## src/rtl/syrup_reduce_pkg.sv

```systemverilog
// Shared encodings for the Syrup streaming reducer: fold operators,
// controller states and the accumulator start value.
package syrup_reduce_pkg;

  typedef enum logic [1:0] {
    MODE_SUM = 2'd0,
    MODE_XOR = 2'd1,
    MODE_MAX = 2'd2,
    MODE_SAT = 2'd3
  } mode_e;

  typedef enum logic [1:0] {
    ST_IDLE  = 2'd0,
    ST_ISSUE = 2'd1,
    ST_DRAIN = 2'd2,
    ST_EMIT  = 2'd3
  } state_e;

  // Every supported operator starts from zero.
  localparam int unsigned IDENTITY_VALUE = 32'd0;

endpackage

```

## src/rtl/syrup_stream_reducer_if.sv

```systemverilog
// Command, memory-read and result signals of the reducer in one bundle.
// The host/memory side uses master; the reducer itself uses slave.
interface syrup_stream_reducer_if #(
  parameter int ADDR_WIDTH = 20,
  parameter int DATA_WIDTH = 32,
  parameter int ACC_WIDTH  = 32,
  parameter int LEN_WIDTH  = 16
);
  logic                  start;
  logic [ADDR_WIDTH-1:0] base;
  logic [ADDR_WIDTH-1:0] stride;
  logic [LEN_WIDTH-1:0]  length;
  logic [1:0]            mode;
  logic                  busy;
  logic                  done;
  logic [ADDR_WIDTH-1:0] mem_addr;
  logic                  mem_re;
  logic [DATA_WIDTH-1:0] mem_q;
  logic [ACC_WIDTH-1:0]  out_d;
  logic                  out_valid;
  logic                  out_ready;

  modport master (
    output start, base, stride, length, mode, mem_q, out_ready,
    input  busy, done, mem_addr, mem_re, out_d, out_valid
  );

  modport slave (
    input  start, base, stride, length, mode, mem_q, out_ready,
    output busy, done, mem_addr, mem_re, out_d, out_valid
  );
endinterface

```

## src/rtl/syrup_valid_pipe.sv

```systemverilog
// Delays the read enable by DEPTH cycles so the top bit marks cycles
// where read data is present; o_pending flags reads still in flight.
module syrup_valid_pipe #(
  parameter int DEPTH = 1
) (
  input  logic i_clk,
  input  logic i_rst,
  input  logic i_in,
  output logic o_valid,
  output logic o_pending
);
  logic [DEPTH-1:0] r_pipe;
  logic [DEPTH-1:0] w_upstream;

  // Newest read enters bit 0, oldest leaves at the top bit.
  always_ff @(posedge i_clk) begin
    if (i_rst) begin
      r_pipe <= '0;
    end else begin
      r_pipe <= (r_pipe << 1'b1) | DEPTH'(i_in);
    end
  end

  assign w_upstream = r_pipe << 1'b1;
  assign o_valid    = r_pipe[DEPTH-1];
  assign o_pending  = |w_upstream;
endmodule

```

## src/rtl/syrup_stream_reducer.sv

```systemverilog
// Strided memory reduction engine: issues LENGTH reads from BASE by STRIDE,
// folds the returned words with the selected operator, emits on valid/ready.
module syrup_stream_reducer
  import syrup_reduce_pkg::*;
#(
  parameter int ADDR_WIDTH   = 20,
  parameter int DATA_WIDTH   = 32,
  parameter int ACC_WIDTH    = 32,
  parameter int LEN_WIDTH    = 16,
  parameter int READ_LATENCY = 1
) (
  input logic                   i_clk,
  input logic                   i_rst,
  syrup_stream_reducer_if.slave io_bus
);
  state_e                r_state, w_state_nxt;
  logic                  r_busy, w_busy_nxt;
  logic                  r_done, w_done_nxt;
  logic                  r_mem_re, w_mem_re_nxt;
  logic [ADDR_WIDTH-1:0] r_mem_addr, w_mem_addr_nxt;
  logic [ADDR_WIDTH-1:0] r_stride, w_stride_nxt;
  logic [LEN_WIDTH-1:0]  r_remain, w_remain_nxt;
  mode_e                 r_mode, w_mode_nxt;
  logic                  r_out_valid, w_out_valid_nxt;
  logic [ACC_WIDTH-1:0]  r_out_d, w_out_d_nxt;
  logic [ACC_WIDTH-1:0]  r_acc, w_acc_nxt;
  logic                  w_vld;
  logic                  w_pending;
  logic [ACC_WIDTH-1:0]  w_q_ext;

  function automatic logic [ACC_WIDTH-1:0] fold(input mode_e m,
                                                input logic [ACC_WIDTH-1:0] acc,
                                                input logic [ACC_WIDTH-1:0] d);
    logic [ACC_WIDTH:0] sum;
    sum = {1'b0, acc} + {1'b0, d};
    case (m)
      MODE_SUM: fold = sum[ACC_WIDTH-1:0];
      MODE_XOR: fold = acc ^ d;
      MODE_MAX: fold = (d > acc) ? d : acc;
      MODE_SAT: fold = sum[ACC_WIDTH] ? {ACC_WIDTH{1'b1}} : sum[ACC_WIDTH-1:0];
      default:  fold = acc;
    endcase
  endfunction

  syrup_valid_pipe #(.DEPTH(READ_LATENCY)) u_valid_pipe (
    .i_clk     (i_clk),
    .i_rst     (i_rst),
    .i_in      (r_mem_re),
    .o_valid   (w_vld),
    .o_pending (w_pending)
  );

  assign w_q_ext = ACC_WIDTH'(io_bus.mem_q);

  // Next-state and next-output decode; every register holds by default.
  always_comb begin
    w_state_nxt     = r_state;
    w_busy_nxt      = r_busy;
    w_done_nxt      = 1'b0;
    w_mem_re_nxt    = r_mem_re;
    w_mem_addr_nxt  = r_mem_addr;
    w_stride_nxt    = r_stride;
    w_remain_nxt    = r_remain;
    w_mode_nxt      = r_mode;
    w_out_valid_nxt = r_out_valid;
    w_out_d_nxt     = r_out_d;
    w_acc_nxt       = w_vld ? fold(r_mode, r_acc, w_q_ext) : r_acc;
    case (r_state)
      ST_IDLE: begin
        w_busy_nxt = 1'b0;
        // r_busy is still high in the DONE cycle, which blocks a new START there.
        if (io_bus.start && !r_busy) begin
          w_busy_nxt     = 1'b1;
          w_stride_nxt   = io_bus.stride;
          w_mode_nxt     = mode_e'(io_bus.mode);
          w_remain_nxt   = io_bus.length;
          w_acc_nxt      = ACC_WIDTH'(IDENTITY_VALUE);
          w_mem_addr_nxt = io_bus.base;
          if (io_bus.length != LEN_WIDTH'(0)) begin
            w_state_nxt  = ST_ISSUE;
            w_mem_re_nxt = 1'b1;
          end else begin
            w_state_nxt     = ST_EMIT;
            w_out_valid_nxt = 1'b1;
            w_out_d_nxt     = ACC_WIDTH'(IDENTITY_VALUE);
          end
        end else begin
          w_state_nxt = ST_IDLE;
        end
      end
      ST_ISSUE: begin
        if (r_remain == LEN_WIDTH'(1)) begin
          w_mem_re_nxt = 1'b0;
          w_state_nxt  = ST_DRAIN;
        end else begin
          w_mem_addr_nxt = r_mem_addr + r_stride;
          w_remain_nxt   = r_remain - LEN_WIDTH'(1);
        end
      end
      ST_DRAIN: begin
        if (!w_pending) begin
          w_state_nxt     = ST_EMIT;
          w_out_valid_nxt = 1'b1;
          w_out_d_nxt     = w_acc_nxt;
        end else begin
          w_state_nxt = ST_DRAIN;
        end
      end
      ST_EMIT: begin
        if (r_out_valid && io_bus.out_ready) begin
          w_out_valid_nxt = 1'b0;
          w_done_nxt      = 1'b1;
          w_state_nxt     = ST_IDLE;
        end else begin
          w_state_nxt = ST_EMIT;
        end
      end
      default: w_state_nxt = ST_IDLE;
    endcase
  end

  // Controller state register.
  always_ff @(posedge i_clk) begin
    if (i_rst) begin
      r_state <= ST_IDLE;
    end else begin
      r_state <= w_state_nxt;
    end
  end

  // Datapath and output registers.
  always_ff @(posedge i_clk) begin
    if (i_rst) begin
      r_busy      <= 1'b0;
      r_done      <= 1'b0;
      r_mem_re    <= 1'b0;
      r_mem_addr  <= '0;
      r_stride    <= '0;
      r_remain    <= '0;
      r_mode      <= MODE_SUM;
      r_out_valid <= 1'b0;
      r_out_d     <= '0;
      r_acc       <= '0;
    end else begin
      r_busy      <= w_busy_nxt;
      r_done      <= w_done_nxt;
      r_mem_re    <= w_mem_re_nxt;
      r_mem_addr  <= w_mem_addr_nxt;
      r_stride    <= w_stride_nxt;
      r_remain    <= w_remain_nxt;
      r_mode      <= w_mode_nxt;
      r_out_valid <= w_out_valid_nxt;
      r_out_d     <= w_out_d_nxt;
      r_acc       <= w_acc_nxt;
    end
  end

  assign io_bus.busy      = r_busy;
  assign io_bus.done      = r_done;
  assign io_bus.mem_re    = r_mem_re;
  assign io_bus.mem_addr  = r_mem_addr;
  assign io_bus.out_valid = r_out_valid;
  assign io_bus.out_d     = r_out_d;
endmodule

```

## src/flat_wrapper.sv

```systemverilog
// flat-port wrapper written by rule: the top's interface ports become plain ports
module syrup_stream_reducer_flat import syrup_reduce_pkg::*;
#(
  parameter int ADDR_WIDTH   = 20,
  parameter int DATA_WIDTH   = 32,
  parameter int ACC_WIDTH    = 32,
  parameter int LEN_WIDTH    = 16,
  parameter int READ_LATENCY = 1
)
  (i_clk, i_rst, io_bus_start, io_bus_base, io_bus_stride, io_bus_length, io_bus_mode, io_bus_mem_q, io_bus_out_ready, io_bus_busy, io_bus_done, io_bus_mem_addr, io_bus_mem_re, io_bus_out_d, io_bus_out_valid);
  syrup_stream_reducer_if #(.ADDR_WIDTH(ADDR_WIDTH), .DATA_WIDTH(DATA_WIDTH), .ACC_WIDTH(ACC_WIDTH), .LEN_WIDTH(LEN_WIDTH)) io_bus_i ();
  input logic i_clk;
  input logic i_rst;
  input wire logic [$bits(io_bus_i.start)-1:0] io_bus_start;
  input wire logic [$bits(io_bus_i.base)-1:0] io_bus_base;
  input wire logic [$bits(io_bus_i.stride)-1:0] io_bus_stride;
  input wire logic [$bits(io_bus_i.length)-1:0] io_bus_length;
  input wire logic [$bits(io_bus_i.mode)-1:0] io_bus_mode;
  input wire logic [$bits(io_bus_i.mem_q)-1:0] io_bus_mem_q;
  input wire logic [$bits(io_bus_i.out_ready)-1:0] io_bus_out_ready;
  output wire logic [$bits(io_bus_i.busy)-1:0] io_bus_busy;
  output wire logic [$bits(io_bus_i.done)-1:0] io_bus_done;
  output wire logic [$bits(io_bus_i.mem_addr)-1:0] io_bus_mem_addr;
  output wire logic [$bits(io_bus_i.mem_re)-1:0] io_bus_mem_re;
  output wire logic [$bits(io_bus_i.out_d)-1:0] io_bus_out_d;
  output wire logic [$bits(io_bus_i.out_valid)-1:0] io_bus_out_valid;
  assign io_bus_i.start = io_bus_start;
  assign io_bus_i.base = io_bus_base;
  assign io_bus_i.stride = io_bus_stride;
  assign io_bus_i.length = io_bus_length;
  assign io_bus_i.mode = io_bus_mode;
  assign io_bus_i.mem_q = io_bus_mem_q;
  assign io_bus_i.out_ready = io_bus_out_ready;
  assign io_bus_busy = io_bus_i.busy;
  assign io_bus_done = io_bus_i.done;
  assign io_bus_mem_addr = io_bus_i.mem_addr;
  assign io_bus_mem_re = io_bus_i.mem_re;
  assign io_bus_out_d = io_bus_i.out_d;
  assign io_bus_out_valid = io_bus_i.out_valid;
  syrup_stream_reducer #(.ADDR_WIDTH(ADDR_WIDTH), .DATA_WIDTH(DATA_WIDTH), .ACC_WIDTH(ACC_WIDTH), .LEN_WIDTH(LEN_WIDTH), .READ_LATENCY(READ_LATENCY)) u_core (.i_clk(i_clk), .i_rst(i_rst), .io_bus(io_bus_i));
endmodule
```

## config.mk

```make
export PLATFORM = sky130hd
export DESIGN_NAME = syrup_stream_reducer_flat
export DESIGN_NICKNAME = d
export VERILOG_FILES = /design/src/rtl/syrup_reduce_pkg.sv /design/src/rtl/syrup_stream_reducer_if.sv /design/src/rtl/syrup_valid_pipe.sv /design/src/rtl/syrup_stream_reducer.sv /design/src/flat_wrapper.sv
export SDC_FILE = /design/constraint.sdc
export NUM_CORES = 1
export LEC_CHECK = 0
export BUFFER_PORTS_ARGS = -buffer_cell sky130_fd_sc_hd__buf_2
export CELL_PAD_IN_SITES_DETAIL_PLACEMENT = 1
export CELL_PAD_IN_SITES_GLOBAL_PLACEMENT = 1
export CORE_MARGIN = 8
export CORE_UTILIZATION = 35
export DETAILED_ROUTE_END_ITERATION = 10
export GPL_ROUTABILITY_DRIVEN = 0
export PLACE_DENSITY = 0.8
export SLEW_MARGIN = 20
export SYNTH_ARGS = -nofsm -noshare
export SYNTH_HDL_FRONTEND = slang
export SYNTH_SLANG_ARGS = --single-unit
export TNS_END_PERCENT = 10
```

## constraint.sdc

```tcl
create_clock -name i_clk -period 3.45 [get_ports i_clk]
set_input_delay 0.345 -clock i_clk [delete_from_list [all_inputs] [get_ports i_clk]]
set_output_delay 0.345 -clock i_clk [all_outputs]
set_load 0.01 [all_outputs]
```

==> impl_metrics.env, run 1 <==
export IMPL_rrSetupSlack_ns=0.08
export IMPL_worstHoldPathCells=3
export IMPL_drv_cap=0
export IMPL_synth_seq_cells=129
export IMPL_grt_antenna_before_repair=2
export IMPL_end_kind="flop"
export IMPL_finalNetCount=1797
export IMPL_path_cells="inv_1, ha_1, buf_4, inv_1, a21oi_1, o31a_1, a2111oi_4, o2111a_2, buf_4, or4_1, a211oi_1, o221a_2, o21ai_0"
export IMPL_critPathMaxStageDelay_ns=0.46
export IMPL_rsz0062_at_grt="yes"
export IMPL_place_port_buffers=149
export IMPL_grt_max_degree=64
export IMPL_power_per_cell_area_mw_per_mm2=430.9
export IMPL_cts_buffers=17
export IMPL_cts_tree="done"
export IMPL_dp_hpwl_mm=33.29
export IMPL_via_per_inst=6.119
export IMPL_mostFrequentLayoutCell="nand2_1"
export IMPL_reg2regPathDepth=13
export IMPL_vdd_drop_max_uv=355.1
export IMPL_cpMaxStageDelayCell="or4_1"
export IMPL_drt_iter0_markers=957
export IMPL_critPathMaxFanout=6
export IMPL_status="finished, final reports clean"
export IMPL_fin_util_pct=44.03
export IMPL_synth_edf_count=0
export IMPL_syn_area_per_cell_um2=7.303
export IMPL_holdWs_ns=0.1289
export IMPL_fmax_mhz=297.0
export IMPL_cp_top_family="compound AO/OA/AOI/OAI gates"
export IMPL_yosysSeqAreaShare_pct=24.61
export IMPL_area_growth_pct=24.03
export IMPL_cts_root_buf="clkbuf_16"
export IMPL_drive_above_1_share_pct=20.81
export IMPL_p_leak_nw=5.378
export IMPL_synth_fp_nets=1618
export IMPL_finalSetupTns_ns=0
export IMPL_synth_top_area_cell="dfxtp_1"
export IMPL_path_buf_inv=4
export IMPL_final_period_utilization_pct=97.60
export IMPL_cp_endpoint="u_core.io_bus.out_d[23]"
export IMPL_dieArea_mm2=0.03578
export IMPL_p_total_mw=5.608
export IMPL_min_period_ns=3.367
export IMPL_clk_pin_slew_ns=0.07
export IMPL_synthArstFlopShare_pct=0
export IMPL_cp_depth=13
export IMPL_clock_skew_ns=0.01231
export IMPL_final_cell_mix="nand2_1 (155), buf_2 (149), nor2_1 (141)"
export IMPL_remaining_drc_errors=0
export IMPL_clkSinkCount=129
export IMPL_grt_pass1_wl_mm=71.14
export IMPL_netlist_instances=1437
export IMPL_path_class="reg -> reg"
export IMPL_die_w_um=189.2
export IMPL_drt_total_wl_mm=45.53
export IMPL_clk_latency_ns=0.45
export IMPL_max_slew_worst_pin_slew_ns=0.9381
export IMPL_synth_distinct_cells=89
export IMPL_slew_violations=0
export IMPL_grt_remaining_overflow=0
export IMPL_max_clock_path_buffers=2
export IMPL_cp_start_kind="flop"
export IMPL_ios=150
export IMPL_synth_top_area_share_pct=24.61
export IMPL_synthFlopType="dfxtp_1"
export IMPL_num_rows=63
export IMPL_drtPass1Iterations=5
export IMPL_hold_violations=0
export IMPL_ys_warn_count=0
export IMPL_die_height_um=189.2
export IMPL_cp_required_ns=3.78
export IMPL_slew_headroom_pct=37.27
export IMPL_initial_core_util_pct=35.50
export IMPL_htree_levels=4
export IMPL_grt_pass1_vias=13147
export IMPL_setup_viol=0
export IMPL_wire_per_inst_um=22.54
export IMPL_synth_area_mm2=0.01049
export IMPL_vias=12360
export IMPL_core_area_mm2=0.02956
export IMPL_ant_nets=0
export IMPL_postCtsHoldBufs=0
export IMPL_n_fill_cell=3723
export IMPL_hold_class="in -> reg"
export IMPL_r2r_end="u_core.io_bus.out_d[23]"
export IMPL_yosys_top_cells_area="dfxtp_1 (25%), ha_1 (10%), a21oi_1 (6.2%)"
export IMPL_arrival_ns=3.69
export IMPL_grtUsageTotal_pct=24.77
Yosys cell counts, types with 18 or more instances:
cell type / instances
nor2b_1: 21
nand2_1: 155
nor2_1: 143
nand4_1: 20
o211ai_1: 26
inv_1: 77
a21o_1: 18
a31oi_1: 21
a21oi_1: 129
nor4_1: 24
clkbuf_1: 79
dfxtp_1: 129
nand3_1: 40
nor3_1: 45
ha_1: 85
a211oi_1: 32
o21ai_0: 97
cell type report:
class | instances | area [um2] | share of cell area, %
multi-input cells | 1132 | 7395 | 56.82
inverters | 78 | 292.8 | 2.250
flip-flops and latches | 129 | 2585 | 19.86
diodes | 1 | 2.502 | 0.01923
well taps | 390 | 488.0 | 3.749
clock inverters | 13 | 220.2 | 1.692
repair buffers | 258 | 1589 | 12.21
clock buffers | 19 | 442.9 | 3.403
kinds of logic after synthesis:
family / count (synthesis) / share of synthesized area, %
AO/OA/AOI/OAI: 497 / 32.06
XOR/XNOR: 23 / 1.920
adder cells (fa/ha/maj): 87 / 10.52
buffers and inverters: 176 / 6.725
flip-flops: 129 / 24.61
multiplexers: 9 / 0.8585
AND/OR/NAND/NOR: 516 / 23.31
per-layer routing:
layer | vias to the layer above | routed length, um | track usage [%]
li1 | 5661 | - | -
met1 | 6038 | 18530 | 28.94
met2 | 528 | 21700 | 42.17
met3 | 129 | 3491 | 5.942
met4 | 4 | 1778 | 11.70
met5 | - | 27 | 0
where the power goes:
part / total [mW] / leakage (nW) / switching (mW) / internal (mW)
clock: 2.11 / 0.324 / 0.795 / 1.32
sequential: 1.73 / 1.05 / 0.121 / 1.61
combinational: 1.77 / 4.00 / 1.12 / 0.647
total: 5.61 / 5.38 / 2.04 / 3.57
worst register-to-register path, delay by kind of cell, from the launching register on:
family                   cells  cell delay, ns
buffers and inverters        4            0.50
flip-flops                   1            0.35
AO/OA/AOI/OAI                7            1.62
AND/OR/NAND/NOR              1            0.46
adder cells (fa/ha/maj)      1            0.32
how the worst min path moves through the flow:
stage	from	endpoint	slack, ns
floorplan	u_core.r_stride[0]	u_core.r_stride[0]	0.44
global placement	u_core.io_bus.out_d[16]	u_core.io_bus.out_d[16]	0.43
detailed placement	u_core.io_bus.out_d[21]	u_core.io_bus.out_d[21]	0.44
CTS	io_bus_stride[8]	u_core.r_stride[8]	0.12
global route	io_bus_mode[0]	u_core.r_mode[0]	0.14
finish	io_bus_stride[8]	u_core.r_stride[8]	0.13
per-stage QoR:
stage          setup slack [ns]  std cells  instance area, um2
2_1_floorplan            0.3863       1437               10490
3_3_place_gp           -0.03753       1983               12160
3_5_place_dp            -0.2191       1983               12160
4_1_cts                 0.02002       2015               12840
5_1_grt                -0.08825       2019               13010
6_report                0.08267       2020               13020
repair_timing:
| item | in CTS | in global routing |
|---|---|---|
| setup endpoints to repair | 14 | 49 |
| resized for setup | 4 | 30 |
| buffers inserted | 0 | 4 |
| pin swaps | 0 | 10 |
Power figures use the tool's default switching activity.
==> inputs of run 2 (changes only) <==
Settings changed: CORE_MARGIN 8 to default, PLACE_DENSITY 0.8 to default, PLACE_DENSITY_LB_ADDON from default to 0.1, RECOVER_POWER from default to 25.
==> run 2 against run 1 <==
Clock power down 9%. Sequential share of layout area fell by 0.12 points. Register-to-register slack worse by 0.02 ns. Sequential power is essentially flat. First-iteration DRC count is 23% lower. Die area fell by 14%. Clock-buffer cell count did not move. Combinational power barely moved. Sequential cell count unchanged. Largest cell class unchanged.
==> impl_metrics.env, run 2 (same netlist as run 1, synthesis figures left out) <==
export IMPL_worstHoldPathCells=3
export IMPL_dp_hpwl_mm=32.63
export IMPL_place_port_buffers=149
export IMPL_grtUsageTotal_pct=28.85
export IMPL_hold_start="io_bus_stride[2]"
export IMPL_grt_pass1_wl_mm=68.82
export IMPL_cts_buffers=17
export IMPL_r2r_end="u_core.io_bus.out_d[30]"
export IMPL_remaining_drc_errors=0
export IMPL_critPathMaxStageDelay_ns=0.42
export IMPL_path_class="reg -> reg"
export IMPL_dieArea_mm2=0.03068
export IMPL_area_growth_pct=24.80
export IMPL_reg2regPathDepth=13
export IMPL_clk_pin_slew_ns=0.07
export IMPL_post_route_cell_area_mm2=0.01310
export IMPL_register_area_mm2=0.002585
export IMPL_status="finished, final reports clean"
export IMPL_rrSetupSlack_ns=0.06
export IMPL_cp_start_kind="flop"
export IMPL_grt_remaining_overflow=0
export IMPL_final_cell_mix="nand2_1 (154), nor2_1 (140), dfxtp_1 (127)"
export IMPL_path_buf_inv=3
export IMPL_cpMaxStageDelayCell="o211ai_1"
export IMPL_fin_ws_ns=0.06240
export IMPL_p_seq_share_pct=31.9
export IMPL_mostFrequentLayoutCell="nand2_1"
export IMPL_drv_cap=0
export IMPL_p_int_mw=3.383
export IMPL_pre_cts_ws_ns=-0.09832
export IMPL_setup_viol=0
export IMPL_max_clock_path_buffers=2
export IMPL_drtPass1Iterations=7
export IMPL_finalNetCount=1816
export IMPL_holdWs_ns=0.1221
export IMPL_htree_levels=4
export IMPL_power_per_cell_area_mw_per_mm2=413.3
export IMPL_cp_required_ns=3.78
export IMPL_clk_latency_ns=0.46
export IMPL_hold_violations=0
export IMPL_final_period_utilization_pct=98.19
export IMPL_stdcell_count=2039
export IMPL_slew_violations=0
export IMPL_die_w_um=175.2
export IMPL_critPathMaxFanout=5
export IMPL_pwr_share_clk_pct=35.4
export IMPL_p_total_mw=5.412
export IMPL_die_height_um=175.2
export IMPL_cts_root_buf="clkbuf_16"
export IMPL_slew_headroom_pct=8.724
export IMPL_vias=12085
export IMPL_drt_iter0_markers=738
export IMPL_fmax_mhz=295.2
export IMPL_fin_util_pct=44.30
export IMPL_min_period_ns=3.388
export IMPL_core_area_mm2=0.02956
export IMPL_p_leak_nw=5.268
export IMPL_multi_input_area_mm2=0.007447
export IMPL_clock_skew_ns=0.01059
export IMPL_grt_pass1_vias=12301
export IMPL_clkSinkCount=129
export IMPL_n_fill_cell=3769
export IMPL_arrival_ns=3.72
export IMPL_hold_class="in -> reg"
export IMPL_ant_nets=0
export IMPL_postCtsHoldBufs=0
export IMPL_grt_antenna_before_repair=4
export IMPL_via_per_inst=5.927
export IMPL_num_rows=63
export IMPL_ios=150
export IMPL_grt_max_degree=61
export IMPL_vdd_drop_max_uv=393.8
export IMPL_placed_cells=2001
export IMPL_cp_top_family="compound AO/OA/AOI/OAI gates"
export IMPL_initial_core_util_pct=35.50
export IMPL_end_kind="flop"
export IMPL_cts_tree="done"
export IMPL_holdPathEnd="u_core.r_stride[2]"
export IMPL_max_slew_worst_pin_slew_ns=1.369
export IMPL_finalSetupTns_ns=0
export IMPL_drive_above_1_share_pct=19.60
export IMPL_path_cells="inv_1, ha_1, nor3b_2, buf_4, o31a_1, nor4_1, buf_4, o211ai_1, a21oi_2, o31a_1, or3_4, a311oi_4, o31ai_1"
export IMPL_combPwrFrac_pct=32.7
export IMPL_drt_total_wl_mm=44.43
export IMPL_sw_frac_of_total_pct=37.49
export IMPL_power_switching_mw=2.029
export IMPL_wire_per_inst_um=21.79
export IMPL_placed_cell_area_mm2=0.01230
## run 2: cell types whose count changed in the layout (fill, tap and decap cells not counted), moves of 2 or more
cell	previous run	this run
buf_2	149	106
clkbuf_1	1	43
buf_4	107	125
bufinv_16	5	2
ha_1	83	80
inv_6	5	2
clkinv_4	3	5
clkinvlp_4	0	2
ha_4	1	3
nor4_1	21	23
nor4_2	4	2
## run 2: worst min-delay path, delay by kind of cell
| family | cells | cell delay, ns |
|---|---|---|
| AO/OA/AOI/OAI | 1 | 0.05 |
| buffers and inverters | 1 | 0.09 |
| AND/OR/NAND/NOR | 1 | 0.05 |
## run 2: metal layers
layer | wire length (um) | track usage [%] | vias up
li1 | - | - | 5701
met1 | 19310 | 34.75 | 5982
met2 | 21580 | 50.45 | 322
met3 | 2369 | 6.375 | 74
met4 | 1114 | 9.457 | 6
met5 | 49 | 0 | -
## run 2: repair_timing
action / in CTS / in global routing
pin swaps: 1 / 15
setup endpoints to repair: 3 / 52
gates resized for setup: 2 / 36
setup buffers: 0 / 5
## run 2: power by group through the flow
stage                     clock network, mW  logic [mW]  registers [mW]
after floorplan                           0        1.05            1.74
after detailed placement                  0        1.73            1.75
after global routing                   2.02        1.94            1.74
final                                  1.92        1.77            1.73
after CTS                              1.97        1.74            1.72
after global placement                    0        1.70            1.75
## run 2: worst max path at each step
stage                                start                      end  cells after the start
after detailed placement  io_bus_mem_q[29]                     flop                     14
after floorplan                       flop                     flop                     11
after global placement    io_bus_mem_q[29]   u_core.io_bus.out_d[5]                     12
after CTS                             flop  u_core.io_bus.out_d[30]                     13
final                                 flop  u_core.io_bus.out_d[30]                     13
after global routing                  flop  u_core.io_bus.out_d[30]                     12
## run 2: cell type report
cell class / count / area share (%)
diodes: 1 / 0.01911
clock buffers: 19 / 3.458
clock inverters: 13 / 1.166
inverters: 78 / 2.236
multi-input cells: 1132 / 56.86
flip-flops and latches: 129 / 19.74
well taps: 390 / 3.726
repair buffers: 277 / 12.79
